--- src/rtl/rotary_encoder_emulator.sv ---
// Quadrature rotA/rotB generator replaying a saturating signed queue of
// Left/Right detent requests, one four-phase detent at a time.
module rotary_encoder_emulator #(
  parameter int PHASE_CYCLES = 50000,
  parameter int PEND_W       = 5
) (
  input  logic                     Clk,
  input  logic                     Reset,
  input  logic                     Left,
  input  logic                     Right,
  output logic                     rotA,
  output logic                     rotB,
  output logic                     Busy,
  output logic signed [PEND_W-1:0] Pending,
  output logic                     Overflow
);

  localparam int TIMER_W = (PHASE_CYCLES > 2) ? $clog2(PHASE_CYCLES) : 1;
  localparam logic [TIMER_W-1:0] TIMER_LAST = TIMER_W'(PHASE_CYCLES - 1);
  localparam logic signed [PEND_W:0] PEND_MAX = (PEND_W+1)'((1 << (PEND_W-1)) - 1);
  localparam logic signed [PEND_W:0] PEND_MIN = -PEND_MAX;
  localparam logic signed [PEND_W:0] PEND_ONE = (PEND_W+1)'(1);

  typedef enum logic [2:0] {IDLE, P1, P2, P3, P4} state_t;

  state_t               state;
  logic [TIMER_W-1:0]   timer;
  logic                 dir_r;

  logic                 phase_done;
  logic                 launch_pt;
  logic                 launch_cw;
  logic                 launch_ccw;
  logic signed [PEND_W:0] pend_launch;
  logic signed [PEND_W:0] pend_next;
  logic                 drop;

  // Saturating one-step update of the queue; flags a request that would overflow.
  function automatic logic signed [PEND_W:0] sat_step(
    input  logic signed [PEND_W:0] val,
    input  logic                   up,
    input  logic                   dn,
    output logic                   dropped
  );
    logic signed [PEND_W:0] res;
    res     = val;
    dropped = 1'b0;
    if (up && !dn) begin
      if (val == PEND_MAX) dropped = 1'b1;
      else                 res = val + PEND_ONE;
    end else if (dn && !up) begin
      if (val == PEND_MIN) dropped = 1'b1;
      else                 res = val - PEND_ONE;
    end
    return res;
  endfunction

  assign phase_done = (timer == TIMER_LAST);
  assign launch_pt  = (state == IDLE) || ((state == P4) && phase_done);
  assign launch_cw  = launch_pt && (Pending > 0);
  assign launch_ccw = launch_pt && (Pending < 0);

  // A launch consumes one queued detent before the new request is applied.
  always_comb begin
    pend_launch = {Pending[PEND_W-1], Pending};
    drop        = 1'b0;
    if (launch_cw)       pend_launch = pend_launch - PEND_ONE;
    else if (launch_ccw) pend_launch = pend_launch + PEND_ONE;
    pend_next = sat_step(pend_launch, Right, Left, drop);
  end

  always_ff @(posedge Clk) begin
    if (Reset) begin
      state    <= IDLE;
      timer    <= '0;
      dir_r    <= 1'b0;
      rotA     <= 1'b0;
      rotB     <= 1'b0;
      Busy     <= 1'b0;
      Pending  <= '0;
      Overflow <= 1'b0;
    end else begin
      Pending  <= pend_next[PEND_W-1:0];
      Overflow <= drop;
      if (launch_cw || launch_ccw) begin
        state         <= P1;
        timer         <= '0;
        dir_r         <= launch_cw;
        Busy          <= 1'b1;
        {rotA, rotB}  <= launch_cw ? 2'b10 : 2'b01;
      end else if (state == IDLE) begin
        timer        <= '0;
        Busy         <= 1'b0;
        {rotA, rotB} <= 2'b00;
      end else if (!phase_done) begin
        timer <= timer + TIMER_W'(1);
      end else begin
        // Gray sequence: only one channel toggles per phase step.
        timer <= '0;
        case (state)
          P1: begin
            state        <= P2;
            {rotA, rotB} <= 2'b11;
          end
          P2: begin
            state        <= P3;
            {rotA, rotB} <= dir_r ? 2'b01 : 2'b10;
          end
          P3: begin
            state        <= P4;
            {rotA, rotB} <= 2'b00;
          end
          default: begin
            state        <= IDLE;
            Busy         <= 1'b0;
            {rotA, rotB} <= 2'b00;
          end
        endcase
      end
    end
  end

endmodule
--- config.mk ---
export PLATFORM = sky130hd
export DESIGN_NAME = rotary_encoder_emulator
export DESIGN_NICKNAME = d
export VERILOG_FILES = /design/src/rtl/rotary_encoder_emulator.sv
export SDC_FILE = /design/constraint.sdc
export NUM_CORES = 1
export LEC_CHECK = 0
export ABC_AREA = 1
export BUFFER_PORTS_ARGS = -buffer_cell sky130_fd_sc_hd__clkbuf_2
export CAP_MARGIN = 40
export CORE_ASPECT_RATIO = 1.1
export CORE_UTILIZATION = 46
export DETAILED_ROUTE_END_ITERATION = 10
export HOLD_SLACK_MARGIN = 0.02
export PLACE_DENSITY = 0.66
export SYNTH_ARGS = -nofsm -noshare
export SYNTH_HDL_FRONTEND = slang
export SYNTH_SLANG_ARGS = --single-unit
export TNS_END_PERCENT = 30
--- constraint.sdc ---
create_clock -name Clk -period 2.3 [get_ports Clk]
set_input_delay 0.115 -clock Clk [delete_from_list [all_inputs] [get_ports Clk]]
set_output_delay 0.115 -clock Clk [all_outputs]
set_load 0.03 [all_outputs]
==> flow_metrics.env <==
export IMPL_cp_slowest_cell="dfxtp_1"
export IMPL_yosysMostFrequentCell="nand2_1"
export IMPL_grt_usage_pct=20.2
export IMPL_clock_latency_ns=0.28
export IMPL_vias=1734
export IMPL_die_h_um=68.8
export IMPL_worst_slew_pin_slew_ns=0.462
export IMPL_crit_buf_inv=2
export IMPL_path_cells="nor2_1 > nand2_1 > nor2_4 > nand2_4 > nand2_8 > o211ai_4 > nand2_1 > nand3_2 > inv_1 > ha_1 > nand3_1 > a21oi_2 > nand4_2 > nand2_2 > inv_2 > nand2_1 > a21oi_2"
export IMPL_ctsHtreeMaxLevel=2
export IMPL_startpoint_type="flop"
export IMPL_vias_per_cell=5.12
export IMPL_grt_overflow=0
export IMPL_synth_seq_area_share_pct=31.1
export IMPL_area_growth_pct=18.5
export IMPL_finalNetCount=297
export IMPL_initialDrtViolationCount=106
export IMPL_critical_path_class="flop to flop"
export IMPL_worstPathRequired_ns=2.46
export IMPL_gp_congestion=0.937
export IMPL_cts_buffer_depth=2
export IMPL_grt_max_degree=17
export IMPL_path_common_cell="nand2_1"
export IMPL_cts_tree="built"
export IMPL_synthTopCellsByCount="nand2_1, dfxtp_1, inv_1"
export IMPL_fin_ws_ns=0.158
export IMPL_fin_setup_tns_ns=0
export IMPL_yosysWarnings=0
export IMPL_cts_buffers=5
export IMPL_die_x_um=62.7
export IMPL_cts_sinks=29
export IMPL_cp_top_family="simple AND/OR/NAND/NOR gates"
export IMPL_critPathCaptureType="flop"
export IMPL_n_fill_cell=359
export IMPL_status="complete, no violations"
export IMPL_netlist_top_cells_area="dfxtp_1, nand2_1, inv_1"
export IMPL_root_buffer="clkbuf_8"
export IMPL_row_count=23
export IMPL_finalHoldViolations=0
export IMPL_whs_ns=0.155
export IMPL_synth_seq_cells=29
export IMPL_slowest_delay_ns=0.33
export IMPL_grt_pass1_vias=1530
export IMPL_clock_fmax_mhz=467
export IMPL_remaining_drc_errors=0
export IMPL_initial_core_util_pct=49.5
export IMPL_cap_violations=0
export IMPL_dieArea_sq_um=4310
export IMPL_cp_max_fo=8
export IMPL_syn_nets=268
export IMPL_synthCells=259
export IMPL_reg2reg_slack_ns=0.16
export IMPL_grt_pass1_wl_mm=6.60
export IMPL_drv_slew=0
export IMPL_hold_buffers=0
export IMPL_ant_nets=0
export IMPL_ioPinCount=13
export IMPL_slew_headroom_pct=69.1
export IMPL_place_hpwl_mm=2.99
export IMPL_drt_total_wl_mm=3.91
export IMPL_first_pass_iters=4
export IMPL_vdd_drop_max_v=0.000621
export IMPL_diodes=0
export IMPL_fin_crit_sh_pct=93.1
export IMPL_synthArstFlopShare_pct=0
export IMPL_io_buffers=12
export IMPL_synth_ff_type="dfxtp_1"
export IMPL_setup_viol=0
export IMPL_core_area_sq_um=3770
export IMPL_synthesis_area_sq_um=1860
export IMPL_antenna_found_initial=0
export IMPL_p_leak_nw=0.954
export IMPL_final_util_pct=58.6
export IMPL_synth_edf_count=0
export IMPL_pre_cts_ws_ns=-0.00123
export IMPL_period_needed_ns=2.14
export IMPL_avgSynthCellArea_sq_um=7.20
export IMPL_skew_ns=0.00606
export IMPL_wire_per_inst_um=11.5
export IMPL_clk_pin_slew_ns=0.06
export IMPL_hp_class="primary input to flop"
export IMPL_drive_gt1_share_pct=26.3
export IMPL_synth_cell_types=43
export IMPL_p_per_area_nw_per_um2=1140
export IMPL_worst_ep_arrival_time_ns=2.30
export IMPL_total_power_mw=2.52
export IMPL_synth_area_leader_cell="dfxtp_1"
export IMPL_synth_top_area_share_pct=31.1
## cell usage in the layout (no fill, tap or decap), drive strengths merged, types with 5 or more instances in the layout
cell / n
nand2: 60
inv: 35
nor2: 30
dfxtp: 29
a21oi: 22
nand3: 21
clkbuf: 20
buf: 17
nand4: 12
o21ai: 8
nor3b: 5
ha: 5
## cell type report
class	instances	area (sq um)	share of cell area, %
clock buffer	8	80.1	3.63
timing repair buffer	29	200	9.07
inverter	36	135	6.12
sequential	29	588	26.6
tap	50	62.6	2.83
multi-input combinational	187	1140	51.7
## path summary, 6_finish.rpt
kind,to,cells after the start,start
worst max register to register,Pending[3],17,timer[12]
worst max-delay path,Pending[3],17,timer[12]
worst min register to register,timer[0],1,timer[0]
worst min-delay path,Pending[3],2,Reset
## kinds of logic after synthesis
family | count (synthesis) | synth area share [%]
and+or+nand+nor | 136 | 38.7
adders and majority gates | 5 | 3.36
xor gates and xnor gates | 7 | 3.29
buffers and inverters | 43 | 9.93
DFF | 29 | 31.1
AOI/OAI and AO/OA | 39 | 13.6
## stage by stage
stage	cells	area (sq um)
after floorplan	259	1870
after global placement	327	2040
after detailed placement	327	2040
after CTS	335	2120
after global routing	339	2210
final	339	2210
## registers in the layout (all words and copies together) (netlist names)
register and cells:
timer 16, Pending 5, state 3, Busy 1, Overflow 1, dir_r 1, rotA 1, rotB 1
## worst reg2reg max path: cells and delay by family (launching register included)
family                     cells  cell delay [ns]
AOI/OAI and AO/OA              3             0.32
adders and majority gates      1             0.13
buffers and inverters          2             0.10
DFF                            1             0.33
and+or+nand+nor               11             1.16
## power by group
| group | total [mW] | internal [mW] | switching, mW |
|---|---|---|---|
| clock network | 0.399 | 0.214 | 0.185 |
| registers | 0.643 | 0.580 | 0.0628 |
| logic | 1.48 | 0.579 | 0.903 |
| total | 2.52 | 1.37 | 1.15 |
## timing repair
| action | 4_1_cts | 5_1_grt |
|---|---|---|
| buffers inserted | 0 | 4 |
| pin swaps | 0 | 4 |
| setup endpoints to repair | 3 | 7 |
| endpoints found under the hold margin | 0 | 0 |
| gates resized for setup | 1 | 13 |
## metal layers
layer  share of wire (%)  vias up  GRT usage (%)
li1                    -      918              -
met3                 3.1        8           4.93
met4                 2.1        0           9.88
met1                  46      779           23.4
met5                   0        -              0
met2                  48       29           35.6
(Power assumes the default switching activity.)
